## src/rtl/uart_tx.sv

```systemverilog
// UART transmitter with a small input FIFO.
// Bytes written through data_in/data_in_valid are queued and sent LSB first as
// start(0) + DATA_BIT_LENGTH data bits + stop(1). Each line bit lasts
// CLK_FREQ/BAUDRATE clocks. Frames drain back to back with no idle gap
// between them.
module uart_tx #(
  parameter int CLK_FREQ        = 100_000_000,
  parameter int BAUDRATE        = 115_200,
  parameter int DATA_BIT_LENGTH = 8,
  parameter int FIFO_DEPTH      = 16
) (
  input  logic                       clk,
  input  logic                       rst_n,
  input  logic [DATA_BIT_LENGTH-1:0] data_in,
  input  logic                       data_in_valid,
  output logic                       fifo_full,
  output logic                       tx_busy,
  output logic                       data_tx,
  output logic                       data_tx_done
);

  localparam int BIT_PERIOD_CLKS = CLK_FREQ / BAUDRATE;
  localparam int CNT_W   = (BIT_PERIOD_CLKS > 1) ? $clog2(BIT_PERIOD_CLKS) : 1;
  localparam int IDX_W   = (DATA_BIT_LENGTH > 1) ? $clog2(DATA_BIT_LENGTH) : 1;
  localparam int PTR_W   = $clog2(FIFO_DEPTH);
  localparam int PTR_LEN = PTR_W + 1;

  localparam logic [CNT_W-1:0]   CNT_LAST = CNT_W'(BIT_PERIOD_CLKS - 1);
  localparam logic [CNT_W-1:0]   CNT_ONE  = CNT_W'(1);
  localparam logic [IDX_W-1:0]   IDX_LAST = IDX_W'(DATA_BIT_LENGTH - 1);
  localparam logic [IDX_W-1:0]   IDX_ONE  = IDX_W'(1);
  localparam logic [PTR_LEN-1:0] PTR_ONE  = PTR_LEN'(1);
  localparam logic [PTR_LEN-1:0] DEPTH_P  = PTR_LEN'(FIFO_DEPTH);

  typedef enum logic [1:0] {
    S_IDLE,
    S_START,
    S_DATA,
    S_STOP
  } state_t;

  // ---------------------------------------------------------------------------
  // Input FIFO: circular buffer, pointers carry one extra wrap bit so that
  // full and empty are distinguishable without a separate counter.
  // ---------------------------------------------------------------------------
  logic [DATA_BIT_LENGTH-1:0] fifo_mem [FIFO_DEPTH];
  logic [PTR_LEN-1:0]         wr_ptr_reg, rd_ptr_reg;
  logic [PTR_LEN-1:0]         wr_ptr_next, rd_ptr_next, count_next;
  logic                       fifo_full_reg;
  logic                       fifo_empty;
  logic                       push;
  logic                       pop;
  logic [DATA_BIT_LENGTH-1:0] fifo_head;

  // A write while full is simply ignored, even if a pop frees a slot on the
  // same edge; fullness is judged from the registered flag only.
  assign push        = data_in_valid && !fifo_full_reg;
  assign fifo_empty  = (wr_ptr_reg == rd_ptr_reg);
  assign fifo_head   = fifo_mem[rd_ptr_reg[PTR_W-1:0]];
  assign wr_ptr_next = push ? (wr_ptr_reg + PTR_ONE) : wr_ptr_reg;
  assign rd_ptr_next = pop  ? (rd_ptr_reg + PTR_ONE) : rd_ptr_reg;
  assign count_next  = wr_ptr_next - rd_ptr_next;

  // Storage array: no reset, written only on accepted pushes.
  always_ff @(posedge clk) begin
    if (push) begin
      fifo_mem[wr_ptr_reg[PTR_W-1:0]] <= data_in;
    end
  end

  // Pointer and full-flag registers; full tracks the post-edge occupancy.
  always_ff @(posedge clk or negedge rst_n) begin
    if (!rst_n) begin
      wr_ptr_reg    <= '0;
      rd_ptr_reg    <= '0;
      fifo_full_reg <= 1'b0;
    end else begin
      wr_ptr_reg    <= wr_ptr_next;
      rd_ptr_reg    <= rd_ptr_next;
      fifo_full_reg <= (count_next == DEPTH_P);
    end
  end

  // ---------------------------------------------------------------------------
  // Serialiser FSM
  // ---------------------------------------------------------------------------
  state_t                     state_reg, state_next;
  logic [CNT_W-1:0]           cnt_reg, cnt_next;
  logic [IDX_W-1:0]           idx_reg, idx_next;
  logic [DATA_BIT_LENGTH-1:0] shift_reg, shift_next;
  logic                       tx_reg, tx_next;
  logic                       bit_end;

  assign bit_end = (cnt_reg == CNT_LAST);

  // State register; reset forces the line high at once, aborting any frame.
  always_ff @(posedge clk or negedge rst_n) begin
    if (!rst_n) begin
      state_reg <= S_IDLE;
      cnt_reg   <= '0;
      idx_reg   <= '0;
      shift_reg <= '0;
      tx_reg    <= 1'b1;
    end else begin
      state_reg <= state_next;
      cnt_reg   <= cnt_next;
      idx_reg   <= idx_next;
      shift_reg <= shift_next;
      tx_reg    <= tx_next;
    end
  end

  // Next-state logic: the line value is registered and changes exactly on
  // bit boundaries; a pop loads the shift register and starts the start bit.
  always_comb begin
    state_next = state_reg;
    cnt_next   = cnt_reg;
    idx_next   = idx_reg;
    shift_next = shift_reg;
    tx_next    = tx_reg;
    pop        = 1'b0;
    case (state_reg)
      S_IDLE: begin
        tx_next = 1'b1;
        if (!fifo_empty) begin
          pop        = 1'b1;
          shift_next = fifo_head;
          tx_next    = 1'b0;
          cnt_next   = '0;
          state_next = S_START;
        end
      end
      S_START: begin
        if (bit_end) begin
          cnt_next   = '0;
          idx_next   = '0;
          tx_next    = shift_reg[0];
          state_next = S_DATA;
        end else begin
          cnt_next = cnt_reg + CNT_ONE;
        end
      end
      S_DATA: begin
        if (bit_end) begin
          cnt_next   = '0;
          shift_next = shift_reg >> 1;
          if (idx_reg == IDX_LAST) begin
            tx_next    = 1'b1;
            state_next = S_STOP;
          end else begin
            idx_next = idx_reg + IDX_ONE;
            tx_next  = shift_next[0];
          end
        end else begin
          cnt_next = cnt_reg + CNT_ONE;
        end
      end
      S_STOP: begin
        if (bit_end) begin
          cnt_next = '0;
          // Chain straight into the next start bit when more data waits.
          if (!fifo_empty) begin
            pop        = 1'b1;
            shift_next = fifo_head;
            tx_next    = 1'b0;
            state_next = S_START;
          end else begin
            state_next = S_IDLE;
          end
        end else begin
          cnt_next = cnt_reg + CNT_ONE;
        end
      end
      default: begin
        state_next = S_IDLE;
        tx_next    = 1'b1;
      end
    endcase
  end

  assign data_tx      = tx_reg;
  assign fifo_full    = fifo_full_reg;
  assign tx_busy      = (state_reg != S_IDLE) || !fifo_empty;
  assign data_tx_done = (state_reg == S_STOP) && bit_end;

endmodule

```

## config.mk

```make
export PLATFORM = sky130hd
export DESIGN_NAME = uart_tx
export DESIGN_NICKNAME = d
export VERILOG_FILES = /design/src/rtl/uart_tx.sv
export SDC_FILE = /design/constraint.sdc
export NUM_CORES = 1
export LEC_CHECK = 0
export ABC_AREA = 1
export CAP_MARGIN = 0
export CORE_UTILIZATION = 40
export CTS_BUF_LIST = sky130_fd_sc_hd__clkbuf_8
export CTS_CLUSTER_SIZE = 20
export DETAILED_ROUTE_END_ITERATION = 10
export PLACE_DENSITY_LB_ADDON = 0.1
export SLEW_MARGIN = 40
export SYNTH_ARGS = -nofsm -noshare
export SYNTH_HDL_FRONTEND = slang
export SYNTH_SLANG_ARGS = --single-unit
```

## constraint.sdc

```tcl
create_clock -name clk -period 2.4 [get_ports clk]
set_input_delay 0.24 -clock clk [delete_from_list [all_inputs] [get_ports clk]]
set_output_delay 0.24 -clock clk [all_outputs]
set_load 0.01 [all_outputs]
```

* Word-level counts from Yosys, hierarchy flattened
Memory sizes are Yosys's and may differ from the RTL's. Index checks and enable logic that the tools add are counted.
Word-level totals: register bits 35, RAM bits 128, input port bits 11, logic and storage cells 74, memories kept 1
Operators by class: add/sub/neg operators 5, equality and inequality tests 14, mux-type cells 32, reduce and logical (&&, ||, !) cells 14
Memories:
- fifo_mem | words 16, width 8, rd ports 1, clocked after Yosys merged registers in 0, write ports 1, RTL line 46 | logic [DATA_BIT_LENGTH-1:0] fifo_mem [FIFO_DEPTH];
Operator list (number):
- 8-bit 2-to-1 mux | 3
- 8-bit case mux with 3 select lines | 1
- 10-bit 2-to-1 mux | 2
- 10-bit case mux with 2 select lines | 1
- 2-bit != test (second input constant) | 7
- 1-bit 2-to-1 mux | 11
- 10-bit by 1-bit adder with 10-bit output (second input constant) | 1
- 5-bit by 1-bit adder with 5-bit output (second input constant) | 2
- 10-bit == test (second input constant) | 1
- 2-bit 2-to-1 mux | 5
- 5-bit 2-to-1 mux | 2
- 3-bit 2-to-1 mux | 3
- 2-bit case mux with 4 select lines | 1
- 4-bit AND reduction | 2
- 3-bit case mux with 2 select lines | 1
- 5-bit == test | 1
- 5-bit == test (second input constant) | 1
- 5-bit AND reduction | 1
- 5-bit subtractor | 1
- 2-bit == test (second input constant) | 2
- 1-bit case mux with 4 select lines | 1
- 2-bit nonzero test | 2
- 3-bit by 1-bit adder with 3-bit output (second input constant) | 1
- 3-bit == test (second input constant) | 1
- other kinds (9) | 11

* Depth between registers and ports, before layout
word-level depth 7, mapped depth 20, depth with buffers taken out 19

* Worst setup path before layout
OpenSTA, ideal clock, no wires.
path kind register -> register, from reg cnt_reg[0], to reg fifo_full_reg (netlist: fifo_full), setup time 119 ps, data arrival time 2266 ps, data required time 2281 ps, setup slack 15 ps, stages on the path, launching flop included 19, path through dfrtp_1 > ha_1 > nand2_1 > nor2_1 > nand4_1 > nand2_1 > nand3_2 > nor2_1 > xor2_1 > inv_1 > ha_1 > nand3_1 > nand2_1 > inv_1 > nand2_1 > nand2_1 > nand3_1 > nand2_1 > nor2_1
On the way: cells in the longest elaborated chain, start to end 6
Ends and longest elaborated chain:
- start, declared | RTL line 88 | logic [CNT_W-1:0] cnt_reg, cnt_next;
- start signal, assigned | RTL line 106 | cnt_reg <= cnt_next;
- 10-bit == test | RTL line 94 | assign bit_end = (cnt_reg == CNT_LAST);
- 1-bit 2-to-1 mux | RTL line 159 | if (bit_end) begin
- 1-bit case mux with 2 select lines | RTL line 122 | case (state_reg)
- 5-bit 2-to-1 mux | RTL line 61 | assign rd_ptr_next = pop ? (rd_ptr_reg + PTR_ONE) : rd_ptr_reg;
- net rd_ptr_next[2] | RTL line 48 | logic [PTR_LEN-1:0] wr_ptr_next, rd_ptr_next, count_next;
- 5-bit subtractor | RTL line 62 | assign count_next = wr_ptr_next - rd_ptr_next;
- 5-bit == test | RTL line 80 | fifo_full_reg <= (count_next == DEPTH_P);
- end signal, assigned | RTL line 80
- end, declared | RTL line 49 | logic fifo_full_reg;
The timed path passes the listed nets, and every way through them passes these cells. A chain may end at the register's enable or synchronous reset.

* Worst setup path after layout
Same ends and word-level chain as after synthesis.

==> results.json <==
{
  "outcome": "completed",
  "post_drt_wl_per_cell_um": 17.0,
  "grt_setup_unrepaired": "true",
  "grtUsageMet1_pct": 26.6,
  "top_usage_layer": "met2",
  "skew_ps": 9.47,
  "hold_path.class": "in2async",
  "tightest_slew_ps": 701,
  "instances_no_fill": 1004,
  "rr_startpoint": "cnt_reg[0]",
  "wirelength_mm": 17.1,
  "powerDensity_nw_per_um2": 774,
  "grt_pass1_vias": 4896,
  "die_area_um2": 18600,
  "cts_htree_levels": 4,
  "die_w_um": 136,
  "finalNetCount": 794,
  "grt_util_met2_pct": 32.1,
  "drv_cap": 0,
  "async_reset_ff_share_pct": 21.5,
  "antenna_found_initial": 0,
  "clockBufferDepth": 2,
  "cts_tree": "built",
  "track_usage_pct": 19.7,
  "use_met3_pct": 4.29,
  "crit_path_frequent_cell": "nand2_2",
  "synth_area_per_cell_um2": 10.5,
  "vias_per_cell": 5.12,
  "drive_gt1_share_pct": 16.3,
  "peakVddDrop_uv": 420,
  "first_iter_violations": 314,
  "max_freq_ghz": 0.428,
  "synth_seq_cells": 163,
  "ant_nets": 0,
  "die_h_um": 136,
  "syn2layout_area_growth_pct": 18.5,
  "ys_seq_area_share_pct": 65.3,
  "port_buffers": 14,
  "rr_worst_depth": 19,
  "period_share_pct": 97.3,
  "r2r-end": "fifo_full",
  "dr.pass1.iters": 5,
  "setup_ws_ps": 63.7,
  "place_hpwl_mm": 11.5,
  "clock_sinks": 163,
  "synth_ff_type": "edfxtp_1",
  "synth_edf_count": 128,
  "clock_latency_ps": 450,
  "grt_pass1_wl_mm": 27.0,
  "gp_congestion": 0.887,
  "core_um2": 17500,
  "path_cells": "ha_2 -> nand2_1 -> nor2_2 -> nand4_1 -> nand2_2 -> nand3_4 -> buf_6 -> xor2_2 -> ha_2 -> inv_1 -> nand2_1 -> nand2_2 -> nand3_2 -> nand2_2 -> inv_1 -> nand2_1 -> nand2_2 -> a21oi_1 -> nor2_1",
  "crit_fanout": 5,
  "cts.clk_slew.worst_paths_ps": 90,
  "grt_max_degree": 60,
  "antenna_cells": 0,
  "rrSetupSlack_ps": 60,
  "crit_arrival_ps": 2680,
  "vias": 5142,
  "largest_register_ffs": 128,
  "clockRootBuffer": "clkbuf_8",
  "rows": 48,
  "slew_violations": 0,
  "dpl.cell_count": 958,
  "slowest_stage": "dfrtp_1",
  "setup_violations": 0,
  "end_kind": "flip-flop",
  "initial_utilization_pct": 41.4,
  "synth_cell_type_count": 28,
  "period_needed_ps": 2340,
  "start_kind": "flip-flop",
  "crit_type": "reg2reg",
  "fin_hold_ws_ps": 240,
  "synth_cells": 692,
  "synth_area_um2": 7230,
  "cts_made_buffers": 17,
  "finalHoldViolCount": 0,
  "io_pins": 15,
  "totalPowerFinal_mw": 6.63,
  "cp_data_required_time_ps": 2750,
  "route.detailed.drc": 0,
  "max_slew_margin_pct": 53.1,
  "grt_overflow_total": 0,
  "p_leak_nw": 3.38,
  "syn-num-nets": 720,
  "slowest_delay_ps": 370,
  "yosysWarnings": 0,
  "pre_cts_ws_ps": 0.216
}
## timing repair
| action | in CTS | in global routing |
|---|---|---|
| setup endpoints to repair | 2 | 3 |
| hold buffers | 1 | 0 |
| gates cloned | 0 | 0 |
| hold endpoints to repair | 13 | 0 |
| buffers inserted | 6 | 7 |
| gates resized for setup | 3 | 23 |
| pin swaps | 0 | 5 |
## critical path: cells and delay by family, from the launching register on
family / cells / cell delay (ps)
flops: 1 / 370
simple gates: 12 / 1010
xor+xnor: 1 / 150
compound gates: 1 / 110
fa+ha+maj: 2 / 360
buf+inv: 3 / 240
## synth_stat cells, types with 9 or more instances
cell type	n	area, um2
clkbuf_1	12	45.0
edfxtp_1	128	3840
ha_1	17	213
nor2_1	87	327
inv_1	50	188
a21oi_1	18	90.1
o21ai_0	67	335
buf_2	9	45.0
dfrtp_1	34	851
xor2_1	9	78.8
nand3_1	36	180
a31oi_1	12	75.1
nand2_1	161	604
## worst max-delay path by stage
stage,end,from,depth (start not counted)
4_1_cts,tx_busy,rd_ptr_reg[1],9
3_5_place_dp,fifo_full,cnt_reg[0],18
5_1_grt,fifo_full,cnt_reg[1],20
6_report,fifo_full,cnt_reg[0],19
3_3_place_gp,fifo_full,cnt_reg[0],18
2_1_floorplan,fifo_full,cnt_reg[0],18
## layout by cell type, fill, tap and decap left out, types with 12 or more instances in the layout
cell type and n:
nand2_1 156, edfxtp_1 128, nor2_1 83, o21ai_0 66, buf_4 61, inv_1 50
nand3_1 35, dfrtp_1 31, a21oi_1 17, clkbuf_8 17, ha_1 13, a31oi_1 12
## layer usage
metal,wire length (um),vias to the layer above,share of wire [%]
met4,143,0,0.84
met2,8350,102,49
met3,627,16,3.7
met5,0,-,0
li1,-,2515,-
met1,7930,2509,47
## cell type report
| cell class | instances | area (um2) |
|---|---|---|
| tap | 225 | 282 |
| inverter | 54 | 203 |
| multi-input combinational | 451 | 2290 |
| fill | 1552 | 8910 |
| timing repair buffer | 79 | 667 |
| clock inverter | 15 | 169 |
| sequential | 163 | 4720 |
| clock buffer | 17 | 234 |
## report_power, final
| part | internal (mW) | switching, mW | total, mW |
|---|---|---|---|
| Sequential | 3.32 | 0.0832 | 3.41 |
| Combinational | 0.465 | 0.715 | 1.18 |
| Clock | 0.958 | 1.09 | 2.05 |
| Total | 4.75 | 1.89 | 6.63 |
## through the flow
stage	util [%]	TNS (ps)	cell area, um2
global placement	45.4	0	7930
floorplan	-	0	7230
global route	49.0	-164	8570
finish	49.0	0	8570
CTS	48.2	0	8420
detailed placement	45.5	0	7950
## cells by family after synthesis
kind of cell,share of synthesized area [%]
compound gates,8.55
fa+ha+maj,2.94
xor+xnor,1.57
simple gates,17.3
flops,65.3
buf+inv,4.36
No activity file was read; power rests on OpenSTA's default activity.
==> edit 1: new RTL, same settings <==
Re-encode `state_t` (4 states) as Gray code, 2 bits wide.
--- a/src/rtl/uart_tx.sv
+++ b/src/rtl/uart_tx.sv
@@ -33,10 +33,10 @@
   localparam logic [PTR_LEN-1:0] DEPTH_P  = PTR_LEN'(FIFO_DEPTH);
 
   typedef enum logic [1:0] {
-    S_IDLE,
-    S_START,
-    S_DATA,
-    S_STOP
+    S_IDLE  = 2'b00,
+    S_START = 2'b01,
+    S_DATA  = 2'b11,
+    S_STOP  = 2'b10
   } state_t;
 
   // ---------------------------------------------------------------------------
Check against the original RTL: no difference found for any inputs over 10 cycles, from zero or initial values and one cycle with rst_n low; not proved beyond that.
==> edit 1 against the original RTL <==
Count of clock-buffer cells in the layout unchanged. Synthesized cell count decreased by 8.2%. Total power decreased by 2.0%. Design area decreased by 4.5%. First-iteration DRC count decreased by 17%. Worst setup slack improved by 42 ps. Sequential cell count unchanged. Routed wire length decreased by 2.9%. Synthesized area decreased by 1.0%. Sequential power about the same. Worst hold slack improved by 34 ps. Maximum frequency increased by 1.8%. Critical endpoint unchanged. Largest cell class unchanged.
==> edit 1: results (changes against the original RTL) <==
largest net degree at the start of global routing=65 (+8.3%); H-tree Lvls=4 (unchanged); share of layout cells above drive strength 1=14.4% (-1.9 points); WP data arrival=2640 ps (-40 ps); worst slew pin tran=701 ps (+0.463 ps); Post-synth top cells=edfxtp_1, nor2_1, o21ai_0; Hold Path Class=in2async; Final GP Congestion=0.842 (-5.0%); Chip Width=136 µm (-0.51%); drt total wl=16600 µm (-2.9%); first-pass GRT wire length=26000 µm (-3.8%); clk root buf=clkbuf_8; status=finished, final reports clean; DRT iter0 DRCs=261 (-17%); worst vdd ir=0.000422 V (+0.41%); crit-path max FO=4 (-1); Clock Tree Buf Depth=2 (unchanged); EDFF count, synth=128 (unchanged); vias in the first global route=4732 (-3.3%); synth top area cells=edfxtp_1, dfrtp_1, o21ai_0; post-synthesis async set-or-reset flop share=21.5% (unchanged); vias per cell=5.26 (+2.7%); Detailed Place HPWL=10700 µm (-7.2%); synth unique cells=34 (+21%); Leak=2.99 nW (-12%); worst slack at placement=-4.47 ps (-4.69 ps); Final Non-Filler Cells=914 (-9.0%); Post-DP Area=7720 µm² (-2.9%); Initial DRT Pass Iterations=5 (unchanged); P_seq=3.40 mW (about the same); initial antenna violation count=0 (unchanged); Layout Skew=19.6 ps (+10.2 ps); Worst Reg-to-Reg Cells=17 (-2); fin nets=700 (-12%); gr usage total=19.2% (-0.49 points); Clock Power Share=29.6% (-1.3 points); antenna cells=0 (unchanged); Num CTS Buffers=17 (unchanged); share of power burned in registers=52.3% (+1.0 points); Setup TNS=0 ps (unchanged); register area share after synthesis=66.0% (+0.68 points); Placed Cells=881 (-8.0%); syn_area_per_cell=11.3 µm² (+7.8%); Net Sw Power=1.79 mW (-5.2%); Fillers=1588 (+2.3%); Syn Nets=657 (-8.8%); I/O Buffers=14 (unchanged)
-- edit 1: cell types whose count changed in the layout (fill, tap and decap cells not counted), sizes merged, moves of 7 or more --
cell    delta
a21oi      -9
a31oi     -11
buf       -27
nand2     -81
nand3     -15
nor2      +16
o211ai     +7
o21ai     +11
o221ai    +11
o22ai     +20
-- edit 1: kinds of logic (layout without fill, tap and decap cells) --
family	after synthesis	after routing	share of synthesized area [%]
buf+inv	78	132	4.56
simple gates	224	224	13.9
flops	163	163	66.0
fa+ha+maj	11	11	1.92
xor+xnor	13	13	1.59
compound gates	146	146	12.0
-- edit 1: path summary, 6_finish.rpt --
path / startpoint / end / slack (ps)
min in group clk: idx_reg[0] / idx_reg[0] / 520
max in group asynchronous: rst_n / rd_ptr_reg[0] / 1770
max reg2reg: cnt_reg[0] / fifo_full / 110
max: cnt_reg[0] / fifo_full / 110
min: rst_n / idx_reg[1] / 270
min reg2reg: idx_reg[0] / idx_reg[0] / 520
-- edit 1: layout make-up --
type / count / area (µm²) / share of cell area, %
flip-flops and latches: 163 / 4720 / 57.7
multi-input cells: 394 / 2180 / 26.6
repair buffers: 52 / 443 / 5.41
well taps: 225 / 282 / 3.44
clock buffers: 17 / 234 / 2.86
inverters: 50 / 195 / 2.38
clock inverters: 13 / 131 / 1.60
-- edit 1: per-layer routing --
layer / vias to the layer above / GRT usage, % / share of wire, %
li1: 2332 / - / -
met1: 2382 / 25.3 / 46
met2: 76 / 31.9 / 49
met4: 0 / 6.49 / 1.1
met5: - / 0 / 0
met3: 16 / 3.33 / 3.1
-- edit 1: repair_timing --
item / 4_1_cts / 5_1_grt
setup endpoints to repair: 3 / 8
gates resized for setup: 8 / 11
buffers inserted: 1 / 1
hold endpoints to repair: 34 / 0
hold buffers: 1 / 0
pin swaps: 1 / 6
==> edit 2: new RTL, same settings <==
Without the edit above. Set the parameter `BAUDRATE` to 230_400 (it was 115_200).
--- a/src/rtl/uart_tx.sv
+++ b/src/rtl/uart_tx.sv
@@ -5,7 +5,7 @@
 // between them.
 module uart_tx #(
   parameter int CLK_FREQ        = 100_000_000,
-  parameter int BAUDRATE        = 115_200,
+  parameter int BAUDRATE        = 230_400,
   parameter int DATA_BIT_LENGTH = 8,
   parameter int FIFO_DEPTH      = 16
 ) (
Function: no difference found for any inputs over 10 cycles, from zero or initial values and one cycle with rst_n low; that may be too few to reach the edited logic, so the function may still have changed.
==> edit 2 against the original RTL <==
Critical endpoint unchanged. Worst setup slack worse by 130 ps. Synthesized area down 1.3%. Sequential cell count shrank 1. Design area increased by 0.13%. The run now ends with negative setup slack left. Total power increased by 0.50%. Clock skew grew 3.9 ps. Routed wire length increased by 0.72%. Die area shrank 1.3%. Clock power down 3%. Utilization up 0.40 points. Non-clock buffer count increased by 17.
==> edit 2: results (changes against the original RTL) <==
multi-input logic area=2280 µm² (-0.44%); fin nets=786 (-1.0%); post-synthesis async set-or-reset flop share=21.0% (-0.48 points); Switching Fraction=29.4% (+0.91 points); DRT iter0 DRCs=346 (+10%); Syn Nets=695 (-3.5%); Layout Skew=13.4 ps (+3.94 ps); gr usage total=20.4% (+0.75 points); drt wl/cell=17.3 µm (+1.6%); vias in the first global route=4985 (+1.8%); Placed Cells=946 (-1.3%); Slew headroom=46.9% (-6.2 points); Final GP Congestion=0.820 (-7.5%); worst setup margin=-69.5 ps (-133 ps); Fillers=1564 (+0.77%); worst r2r src=cnt_reg[1]; synth top area cells=edfxtp_1, dfrtp_1, nand2_1; Leak=3.41 nW (+0.92%); drt total wl=17200 µm (+0.72%); crit-path max FO=6 (+1); WP data arrival=2820 ps (+140 ps); failing checks=negative setup slack; slowest stage delay, CP=400 ps (+30 ps); register area share after synthesis=65.8% (+0.50 points); status=finished with violations; endpoints failing setup=1 (+1); Post-synth top cells=nand2_1, edfxtp_1, nor2_1; vias per cell=5.04 (-1.6%); share of layout cells above drive strength 1=19.4% (+3.0 points); largest net degree at the start of global routing=43 (-28%); worst slack at placement=-255 ps (-256 ps)
[edit 2: cell types whose count changed after synthesis, sizes merged, moves of 3 or more]
cell	before	now
inv	53	46
o22ai	7	11
a31oi	12	4
o21ai	71	57
a21oi	18	31
nand2	161	149
nor3	6	3
[edit 2: through the flow]
step / instance area (µm²) / power (mW) / util [%] / TNS, ps / hold slack, ps
2_1_floorplan: 7150 / 4.08 / - / 0 / -55.6
5_1_grt: 8580 / 7.01 / 49.4 / -227 / 300
6_report: 8580 / 6.67 / 49.4 / -69.5 / 275
4_1_cts: 8490 / 6.66 / 48.9 / -68.2 / 429
3_5_place_dp: 7940 / 4.58 / 45.7 / -255 / 388
3_3_place_gp: 7940 / 4.56 / 45.7 / -71.0 / 372
[edit 2: worst max-delay path by stage]
stage	from	slack (ps)	cells after the start	to
after global placement	cnt_reg[1]	-70	18	fifo_full
after floorplan	cnt_reg[1]	30	18	fifo_full
final	cnt_reg[1]	-70	19	fifo_full
after CTS	cnt_reg[1]	-70	19	fifo_full
after global routing	cnt_reg[1]	-230	19	fifo_full
after detailed placement	cnt_reg[1]	-260	19	fifo_full
[edit 2: kinds of logic after synthesis]
| kind of cell | after synthesis | share of synthesized area [%] |
|---|---|---|
| buffers and inverters | 71 | 4.03 |
| adder cells (fa/ha/maj) | 18 | 3.15 |
| flip-flops | 162 | 65.8 |
| AO/OA/AOI/OAI | 116 | 9.09 |
| XOR/XNOR | 12 | 1.47 |
| AND/OR/NAND/NOR | 287 | 16.5 |
[edit 2: power groups by stage]
stage	logic (mW)	registers (mW)	clock network (mW)
after global placement	1.11	3.45	0
after global routing	1.43	3.42	2.16
after floorplan	0.633	3.45	0
after detailed placement	1.13	3.45	0
after CTS	1.23	3.39	2.04
final	1.29	3.39	1.99
[edit 2: final cells by class]
cell class / instances / share of cell area, %
Sequential cell: 162 / 54.8
Tap cell: 225 / 3.28
Clock inverter: 14 / 1.66
Inverter: 47 / 2.06
Clock buffer: 18 / 2.89
Multi-Input combinational cell: 433 / 26.6
Timing Repair Buffer: 96 / 8.78
[edit 2: metal layers]
layer / wire, µm / part of all wire (%) / up-vias / GRT usage, %
met3: 746 / 4.3 / 14 / 4.45
met1: 7860 / 46 / 2433 / 27.8
met5: 0 / 0 / - / 0
met2: 8380 / 49 / 93 / 32.7
li1: - / - / 2475 / -
met4: 189 / 1.1 / 0 / 6.05
[edit 2: what timing repair did]
| item | CTS | global route |
|---|---|---|
| endpoints found under the hold margin | 33 | 0 |
| hold buffers | 1 | 0 |
| setup endpoints to repair | 2 | 1 |
| setup buffers | 13 | 3 |
| resized for setup | 15 | 15 |
| pin swaps | 11 | 13 |
